**src/rtl/serial_pkg.sv**
```systemverilog
// Shared definitions for the serial receiver: parity modes, receiver FSM states
// and the total frame length helper.
package serial_pkg;

    localparam int PAR_NONE = 0;
    localparam int PAR_ODD  = 1;
    localparam int PAR_EVEN = 2;

    typedef enum logic [2:0] {
        ST_IDLE   = 3'd0,
        ST_START  = 3'd1,
        ST_DATA   = 3'd2,
        ST_PARITY = 3'd3,
        ST_STOP   = 3'd4
    } rx_state_t;

    function automatic int frame_bits(input int data_bits, input int parity, input int stop_bits);
        return 1 + data_bits + ((parity != PAR_NONE) ? 1 : 0) + stop_bits;
    endfunction

endpackage

```
**src/rtl/sync_fifo.sv**
```systemverilog
// Show-ahead synchronous FIFO; head visible combinationally, reads 0 while empty.
// Push while full is refused unless a pop happens in the same cycle.
module sync_fifo #(
    parameter int WIDTH = 8,
    parameter int DEPTH = 16
) (
    input  logic                   clk,
    input  logic                   reset,
    input  logic                   push_i,
    input  logic [WIDTH-1:0]       wdata_i,
    input  logic                   pop_i,
    output logic [WIDTH-1:0]       rdata_o,
    output logic                   full_o,
    output logic                   empty_o,
    output logic [$clog2(DEPTH):0] count_o
);
    localparam int AW = $clog2(DEPTH);
    localparam logic [AW:0] FULL_CNT = (AW+1)'(DEPTH);

    logic [WIDTH-1:0] mem_q [DEPTH];
    logic [AW-1:0]    wr_q, rd_q;
    logic [AW:0]      count_q;
    logic             do_push, do_pop;

    assign empty_o = (count_q == '0);
    assign full_o  = (count_q == FULL_CNT);
    assign do_pop  = pop_i & ~empty_o;
    assign do_push = push_i & (~full_o | do_pop);
    assign rdata_o = empty_o ? '0 : mem_q[rd_q];
    assign count_o = count_q;

    always_ff @(posedge clk or posedge reset) begin
        if (reset) begin
            wr_q    <= '0;
            rd_q    <= '0;
            count_q <= '0;
        end else begin
            if (do_push) wr_q <= wr_q + 1'b1;
            if (do_pop)  rd_q <= rd_q + 1'b1;
            count_q <= count_q + {{AW{1'b0}}, do_push} - {{AW{1'b0}}, do_pop};
        end
    end

    always_ff @(posedge clk) begin
        if (do_push) mem_q[wr_q] <= wdata_i;
    end

endmodule

```
**src/rtl/serial_rx.sv**
```systemverilog
// Oversampling async serial receiver feeding a show-ahead FIFO; characters and error
// pulses appear one cycle after the last stop sample; a full FIFO drops characters (overrun).
module serial_rx
    import serial_pkg::*;
#(
    parameter int CLK_DIV   = 16,
    parameter int DATA_BITS = 8,
    parameter int PARITY    = PAR_NONE,
    parameter int STOP_BITS = 1,
    parameter int DEPTH     = 16
) (
    input  logic                   clk,
    input  logic                   reset,
    input  logic                   rx_data,
    input  logic                   rd_en,
    output logic [DATA_BITS-1:0]   rd_data,
    output logic                   empty,
    output logic                   full,
    output logic [$clog2(DEPTH):0] count,
    output logic                   busy,
    output logic                   frame_err,
    output logic                   parity_err,
    output logic                   overrun,
    output logic                   break_det
);
    localparam int CW = $clog2(CLK_DIV);
    localparam int BW = $clog2(frame_bits(DATA_BITS, PARITY, STOP_BITS));
    localparam logic [CW-1:0] HALF_LD   = CW'(CLK_DIV / 2 - 1);
    localparam logic [CW-1:0] BIT_LD    = CW'(CLK_DIV - 1);
    localparam logic [BW-1:0] DATA_LAST = BW'(DATA_BITS - 1);
    localparam logic [BW-1:0] STOP_LAST = BW'(STOP_BITS - 1);
    localparam logic          PAR_EN    = (PARITY != PAR_NONE);
    localparam logic          PAR_TGT   = (PARITY == PAR_ODD);

    logic                 s1_q, rx_s_q, rx_prev_q;
    logic [1:0]           vld_q;
    rx_state_t            state_q, state_d;
    logic [CW-1:0]        cnt_q, cnt_d;
    logic [BW-1:0]        bit_q, bit_d;
    logic [DATA_BITS-1:0] shift_q, shift_d;
    logic                 par_q, par_d, ferr_q, ferr_d, done_q, done_d;
    logic                 frame_err_q, parity_err_q, overrun_q, break_q;
    logic                 rx_fall, tick, par_bad, good, pop;

    assign rx_fall = rx_prev_q & ~rx_s_q;
    assign tick    = (cnt_q == '0);
    assign par_bad = PAR_EN & ((^shift_q ^ par_q) != PAR_TGT);
    assign good    = done_q & ~ferr_q & ~par_bad;
    assign pop     = rd_en & ~empty;

    always_comb begin
        state_d = state_q;
        cnt_d   = cnt_q;
        bit_d   = bit_q;
        shift_d = shift_q;
        par_d   = par_q;
        ferr_d  = ferr_q;
        done_d  = 1'b0;
        if (state_q != ST_IDLE && !tick) cnt_d = cnt_q - 1'b1;
        case (state_q)
            ST_IDLE: if (rx_fall) begin
                state_d = ST_START;
                cnt_d   = HALF_LD;
            end
            ST_START: if (tick) begin
                state_d = rx_s_q ? ST_IDLE : ST_DATA;
                cnt_d   = BIT_LD;
                bit_d   = '0;
                ferr_d  = 1'b0;
            end
            ST_DATA: if (tick) begin
                shift_d = {rx_s_q, shift_q[DATA_BITS-1:1]};
                cnt_d   = BIT_LD;
                if (bit_q == DATA_LAST) begin
                    bit_d   = '0;
                    state_d = PAR_EN ? ST_PARITY : ST_STOP;
                end else begin
                    bit_d = bit_q + 1'b1;
                end
            end
            ST_PARITY: if (tick) begin
                par_d   = rx_s_q;
                cnt_d   = BIT_LD;
                state_d = ST_STOP;
            end
            ST_STOP: if (tick) begin
                ferr_d = ferr_q | ~rx_s_q;
                cnt_d  = BIT_LD;
                // Leave at mid-bit of the last stop so the next start edge is caught.
                if (bit_q == STOP_LAST) begin
                    state_d = ST_IDLE;
                    done_d  = 1'b1;
                end else begin
                    bit_d = bit_q + 1'b1;
                end
            end
            default: state_d = ST_IDLE;
        endcase
    end

    always_ff @(posedge clk or posedge reset) begin
        if (reset) begin
            s1_q         <= 1'b1;
            rx_s_q       <= 1'b1;
            rx_prev_q    <= 1'b0;
            vld_q        <= '0;
            state_q      <= ST_IDLE;
            cnt_q        <= '0;
            bit_q        <= '0;
            shift_q      <= '0;
            par_q        <= 1'b0;
            ferr_q       <= 1'b0;
            done_q       <= 1'b0;
            frame_err_q  <= 1'b0;
            parity_err_q <= 1'b0;
            overrun_q    <= 1'b0;
            break_q      <= 1'b0;
        end else begin
            s1_q      <= rx_data;
            rx_s_q    <= s1_q;
            vld_q     <= {vld_q[0], 1'b1};
            // Edge history only counts once the synchroniser holds real line samples,
            // so a line still low after reset cannot fake a start edge.
            rx_prev_q <= rx_s_q & vld_q[1];
            state_q   <= state_d;
            cnt_q     <= cnt_d;
            bit_q     <= bit_d;
            shift_q   <= shift_d;
            par_q     <= par_d;
            ferr_q    <= ferr_d;
            done_q    <= done_d;
            frame_err_q  <= done_q & ferr_q;
            break_q      <= done_q & ferr_q & ~|shift_q;
            parity_err_q <= done_q & par_bad;
            overrun_q    <= good & full & ~pop;
        end
    end

    assign busy       = (state_q != ST_IDLE);
    assign frame_err  = frame_err_q;
    assign parity_err = parity_err_q;
    assign overrun    = overrun_q;
    assign break_det  = break_q;

    sync_fifo #(
        .WIDTH (DATA_BITS),
        .DEPTH (DEPTH)
    ) u_fifo (
        .clk     (clk),
        .reset   (reset),
        .push_i  (good),
        .wdata_i (shift_q),
        .pop_i   (rd_en),
        .rdata_o (rd_data),
        .full_o  (full),
        .empty_o (empty),
        .count_o (count)
    );

endmodule

```
**config.mk**
```make
export PLATFORM = sky130hd
export DESIGN_NAME = serial_rx
export DESIGN_NICKNAME = d
export VERILOG_FILES = /design/src/rtl/serial_pkg.sv /design/src/rtl/sync_fifo.sv /design/src/rtl/serial_rx.sv
export SDC_FILE = /design/constraint.sdc
export NUM_CORES = 1
export LEC_CHECK = 0
export CAP_MARGIN = 10
export CORE_ASPECT_RATIO = 1.1
export CORE_MARGIN = 2
export CORE_UTILIZATION = 63
export CTS_BUF_LIST = sky130_fd_sc_hd__clkbuf_8
export CTS_CLUSTER_DIAMETER = 60
export DETAILED_ROUTE_END_ITERATION = 10
export PLACE_DENSITY = 0.9
export RECOVER_POWER = 50
export SLEW_MARGIN = 0
export SYNTH_ARGS = -nofsm -noshare
export SYNTH_HDL_FRONTEND = slang
export SYNTH_SLANG_ARGS = --single-unit
```
**constraint.sdc**
```tcl
create_clock -name clk -period 3.2 [get_ports clk]
set_clock_uncertainty 0.2 [all_clocks]
set_input_delay 0.32 -clock clk [delete_from_list [all_inputs] [get_ports clk]]
set_output_delay 0.32 -clock clk [all_outputs]
set_load 0.05 [all_outputs]
```
Word level (Yosys, flattened, before mapping). Memory sizes are Yosys's and may differ from the RTL's. Cells that the tools add are included.

Memories kept: 1. Word-level logic and storage cells: 97. Register bits after elaboration: 42. Output and inout port bits: 20. RAM bits: 128.

Memory list: u_fifo.mem_q (words 16, bits a word 8, read ports 1, clocked after Yosys merged registers in 0, write ports 1, line sync_fifo.sv:20) `logic [WIDTH-1:0] mem_q [DEPTH];`.

Reduce and logical (&&, ||, !) cells: 16. Bitwise gates (word level): 16. Equal/unequal tests: 14. $add $sub $neg: 6. Mux-type cells: 28.

Operators with widths (number): $mux 4 (8); $mux 3 (7); $ne 2x2->1 const B (8); $pmux 3 s5 (1); $add 4x1->4 const B (3); $pmux 4 s3 (1); $and 1x1->1 (9); $logic_not 4->1 (2); $mux 8 (1); $pmux 4 s2 (1); $reduce_or 8->1 (1); $mux 1 (7); $reduce_and 7->1 (1); $eq 3x2->1 const B (2); $reduce_bool 3->1 (2); $add 5x1->5 (1); $eq 5x5->1 const B (1); $logic_not 5->1 (1); $not 1->1 (5); $reduce_and 5->1 (1); $sub 5x1->5 (1); $eq 4x3->1 const B (1); $reduce_or 4->1 (1); $sub 4x1->4 const B (1); 11 further kinds (13).

Logic depth before layout (Yosys ltp).
Depth after elaboration: 7. Depth in mapped cells: 13. Mapped depth without buffers: 13.

Cells and area by module. A second synthesis with hierarchy kept.

Cell total of the unflattened synthesis: 421. Area total of the unflattened synthesis: 7248.2 sq um.

Modules (own cells, without submodules): sync_fifo (cells an instance 290, area each 5825.6 sq um, sequential area each 4169.0 sq um, times used 1); serial_rx (cells an instance 131, area each 1422.6 sq um, sequential area each 728.2 sq um, times used 1).

Worst setup path before layout. No wires, ideal clock.

Path type: flip-flop to flip-flop. Start: register u_fifo.count_q[3] (netlist: u_fifo.count_o[3]). End: register u_fifo.count_q[4] (netlist: u_fifo.count_o[4]). Slack: -0.305 ns. Stages on the path, launching flop included: 14. Data arrival time: 3.225 ns. Library setup time: 0.080 ns. Path through: dfrtp_1 > inv_1 > ha_1 > nor4b_4 > nor2_1 > ha_1 > inv_1 > ha_1 > inv_1 > fa_1 > inv_1 > a21oi_1 > o21bai_1 > xnor2_1.

Word-level cells in the longest chain between the ends: 7.

RTL lines: from (decl) (line sync_fifo.sv:22) `logic [AW:0] count_q;`; from (signal assigned) (line sync_fifo.sv:40) `count_q <= count_q + {{AW{1'b0}}, do_push} - {{AW{1'b0}}, do_pop};`; $logic_not 5->1 (*) (line sync_fifo.sv:25) `assign empty_o = (count_q == '0);`; net empty (line serial_rx.sv:17) `output logic empty,`; $not 1->1 (*); $and 1x1->1 (*); net pop (line serial_rx.sv:43) `logic rx_fall, tick, par_bad, good, pop;`; $or 1x1->1 (line sync_fifo.sv:28) `assign do_push = push_i & (~full_o | do_pop);`; $and 1x1->1 (line sync_fifo.sv:28); $add 5x1->5 (line sync_fifo.sv:40); $sub 5x1->5 (*) (line sync_fifo.sv:40).

The timed path passes the listed nets; every way through them passes the cells marked *. A chain may end at the register's enable or synchronous reset.

Final worst setup path.
Start: register u_fifo.rd_q[0]. End: output port rd_data[6].

Word-level cells in the longest chain between the ends: 2.

RTL lines: from (decl) (line sync_fifo.sv:21) `logic [AW-1:0] wr_q, rd_q;`; from (signal assigned) (line sync_fifo.sv:39) `if (do_pop) rd_q <= rd_q + 1'b1;`; $mem_v2 16x8; $mux 8 (line sync_fifo.sv:29) `assign rdata_o = empty_o ? '0 : mem_q[rd_q];`; to (decl) (line serial_rx.sv:16) `output logic [DATA_BITS-1:0] rd_data,`.

No other way between the ends.

==> flow_summary.ini <==
[power_and_ir_drop]
p_per_area_mw_per_mm2 = 762
power_switching_share_pct = 34.7
p_leak_nw = 2.86
p_seq_share_pct = 44.9
power.switching_w = 0.00211
p_int_w = 0.00397
vdd.ir_drop.worst_v = 0.000654
clkPwrFrac_pct = 24.3
power_frac_comb_pct = 30.8

[sta]
rsz0062_at_grt = no
setup_viol = 0
tightest_slew_ps = 1410
drv_slew = 0
post-route-period-util_pct = 93.7
max_freq_mhz = 333
period_needed_ps = 3000
relSlewSlack_pct = 5.74
setup_slack_ps = 201
hold_violations = 0

[critical_path]
cp_max_fo = 17
critPathLaunchType = flip-flop
crit_arrival_ps = 2480
cp_cell_sequence = buf_4 > mux4_2 > mux2i_1 > a211oi_1 > buf_4
crit_slowest_cell = mux4_2
critical_path.max_stage_delay_ps = 600
cp_common_cell = buf_4
crit_buf_inv = 2
path_class = reg2out
crit_required_ps = 2680
critPathTopFamily = multiplexers
cp-end-kind = output port

[floorplanning]
fp.dieW_um = 106
core_mm2 = 0.0110
die_h_um = 116
start_util_pct = 65.1
die_area_mm2 = 0.0122
pin_count = 24
rows = 40

[cells_and_area]
diodes = 0
final_nets = 484
drive_gt1_share_pct = 21.5
final_area_mm2 = 0.00798
syn2layout_area_growth_pct = 11.4
fin_util_pct = 72.5

[clocking]
clockRootBuffer = clkbuf_8
cts_made_buffers = 17
max-clock-path-buffers = 2
numClockSinks = 170
cts_tree = done
ctsHoldBuffers = 0
clock_latency_ps = 450
htreeDepth = 4
cts.reportedPaths.clkPinSlew_ps = 90

[hold_path]
hp-class = in2async

[job]
maxCapViolations = 0

[routing]
wirelength_um = 13000
drc_errors = 0
wl_per_cell_um = 20.7
vias = 3802
viasPerCell = 6.08
drt-pass1-iter-count = 5
drtAntennaViolNets = 0
drt_first_iter_violations = 389

[placed_design]
io_buffer_count = 22
gp_congestion = 0.820
place_ws_ps = 528
hpwl_um = 8610
place_area_mm2 = 0.00758

[grt]
grt_util_met1_pct = 30.6
grt_overflow = 0
grt_max_degree = 29
gr-usage-all-layers_pct = 23.1
met2_usage_pct = 37.9
busiest_layer = met2
grt_pass1_wl_um = 20600
grt_pass1_vias = 3875
antenna_found_initial = 0
gr-usage-met3_pct = 5.01

[yosys]
yosys_warnings = 0
yosysUniqueCellTypes = 54
async_flop_share_pct = 24.7
syn-num-nets = 442
synth-seq-area-share_pct = 68.4
synth_edf_count = 128
syn_inst = 423
syn-cell-area_mm2 = 0.00716
synth-main-ff-cell = edfxtp_1
avgSynthCellArea_um2 = 16.9
synth_seq_cells = 170

[run_status]
run_status = complete, no violations
-- cell usage in the layout (no fill, tap or decap), types with 12 or more instances in the layout --
cell type / count
nor2_1: 21
clkdlybuf4s50_1: 12
ha_1: 14
inv_1: 18
edfxtp_1: 128
clkbuf_8: 17
a211oi_1: 17
mux4_2: 20
buf_4: 30
dfrtp_1: 37
mux4_1: 12
nand2_1: 16
-- sequential cells by signal, summed over array words and instances, names as in the netlist --
signal / count
u_fifo.mem_q: 128
cnt_q: 4
break_det: 1
vld_q: 2
rx_s_q: 1
u_fifo.rd_q: 4
u_fifo.count_o: 5
rx_prev_q: 1
bit_q: 4
done_q: 1
frame_err: 1
s1_q: 1
overrun: 1
u_fifo.wr_q: 4
state_q: 3
shift_q: 8
ferr_q: 1
-- synth_stat cells, types with 2 or more instances --
library cell / instances / area (um2)
a211oi_1: 17 / 128
a21oi_1: 9 / 45.0
and2_1: 3 / 18.8
buf_2: 5 / 25.0
buf_4: 6 / 45.0
buf_6: 2 / 22.5
clkbuf_1: 6 / 22.5
conb_1: 2 / 7.51
dfrtp_1: 40 / 1000
dfstp_2: 2 / 52.6
edfxtp_1: 128 / 3840
ha_1: 14 / 175
inv_1: 19 / 71.3
mux2_2: 9 / 101
mux2i_1: 9 / 90.1
mux4_1: 12 / 315
mux4_2: 20 / 450
nand2_1: 16 / 60.1
nand2b_1: 7 / 43.8
nand3_1: 5 / 25.0
nand3b_1: 2 / 15.0
nand4_1: 2 / 12.5
nor2_1: 21 / 78.8
nor2b_1: 10 / 62.6
nor3_1: 7 / 35.0
nor4_1: 2 / 12.5
o21ai_0: 9 / 45.0
o31ai_1: 2 / 15.0
or3b_2: 2 / 17.5
xnor2_1: 8 / 70.1
xor2_1: 4 / 35.0
-- final timing paths --
check / from / end / slack [ps] / cells past startpoint
worst max-delay path: u_fifo.rd_q[0] / rd_data[6] / 200 / 5
worst min-delay path: reset / overrun / 150 / 2
worst max register to register: u_fifo.count_o[2] / u_fifo.count_o[4] / 490 / 13
worst min register to register: vld_q[0] / vld_q[1] / 160 / 0
max in group asynchronous: reset / break_det / 950 / 3
min in group clk: vld_q[0] / vld_q[1] / 160 / 0
-- metal layers --
| metal | wire [um] | vias to the layer above |
|---|---|---|
| met5 | 0 | - |
| met4 | 383 | 0 |
| met3 | 829 | 27 |
| met2 | 6560 | 154 |
| met1 | 5180 | 1908 |
| li1 | - | 1713 |
-- repair_timing --
item | CTS | global route
endpoints found under the setup margin | 0 | 3
resized for setup | 0 | 1
setup buffers | 0 | 0
-- power groups by stage --
stage,clock [W],sequential (W),combinational [W]
global route,0.00159,0.00277,0.00201
detailed placement,0,0.00277,0.00189
CTS,0.00151,0.00273,0.00190
finish,0.00148,0.00273,0.00187
global placement,0,0.00276,0.00183
floorplan,0,0.00274,0.00150
-- worst reg2reg max path: cells and delay by family, from the launching register on --
family	cells	cell delay, ps
compound gates	2	200
xor+xnor	1	140
fa+ha+maj	4	1010
buf+inv	4	230
flops	1	400
simple gates	2	480
-- final cells by class --
type / count / area [um2]
tap: 147 / 184
clock inverter: 15 / 166
timing repair buffer: 45 / 369
fill: 664 / 3030
inverter: 19 / 71.3
sequential: 170 / 4900
clock buffer: 17 / 234
multi-input combinational: 212 / 2050
-- stage by stage --
step | power [W] | cells | hold WS, ps | setup TNS, ps
global placement | 0.00459 | 593 | 134 | 0
finish | 0.00608 | 625 | 152 | 0
global route | 0.00637 | 625 | 166 | 0
floorplan | 0.00425 | 423 | 124 | -78.4
detailed placement | 0.00467 | 593 | 139 | 0
CTS | 0.00613 | 625 | 16.9 | 0
-- logic make-up after synthesis --
| logic type | synth area share (%) |
|---|---|
| flops | 68.4 |
| simple gates | 6.37 |
| mux | 13.4 |
| compound gates | 4.61 |
| buf+inv | 3.00 |
| fa+ha+maj | 2.72 |
| xor+xnor | 1.47 |
| other cells | 0.105 |
No activity file was read; power rests on OpenSTA's default activity.
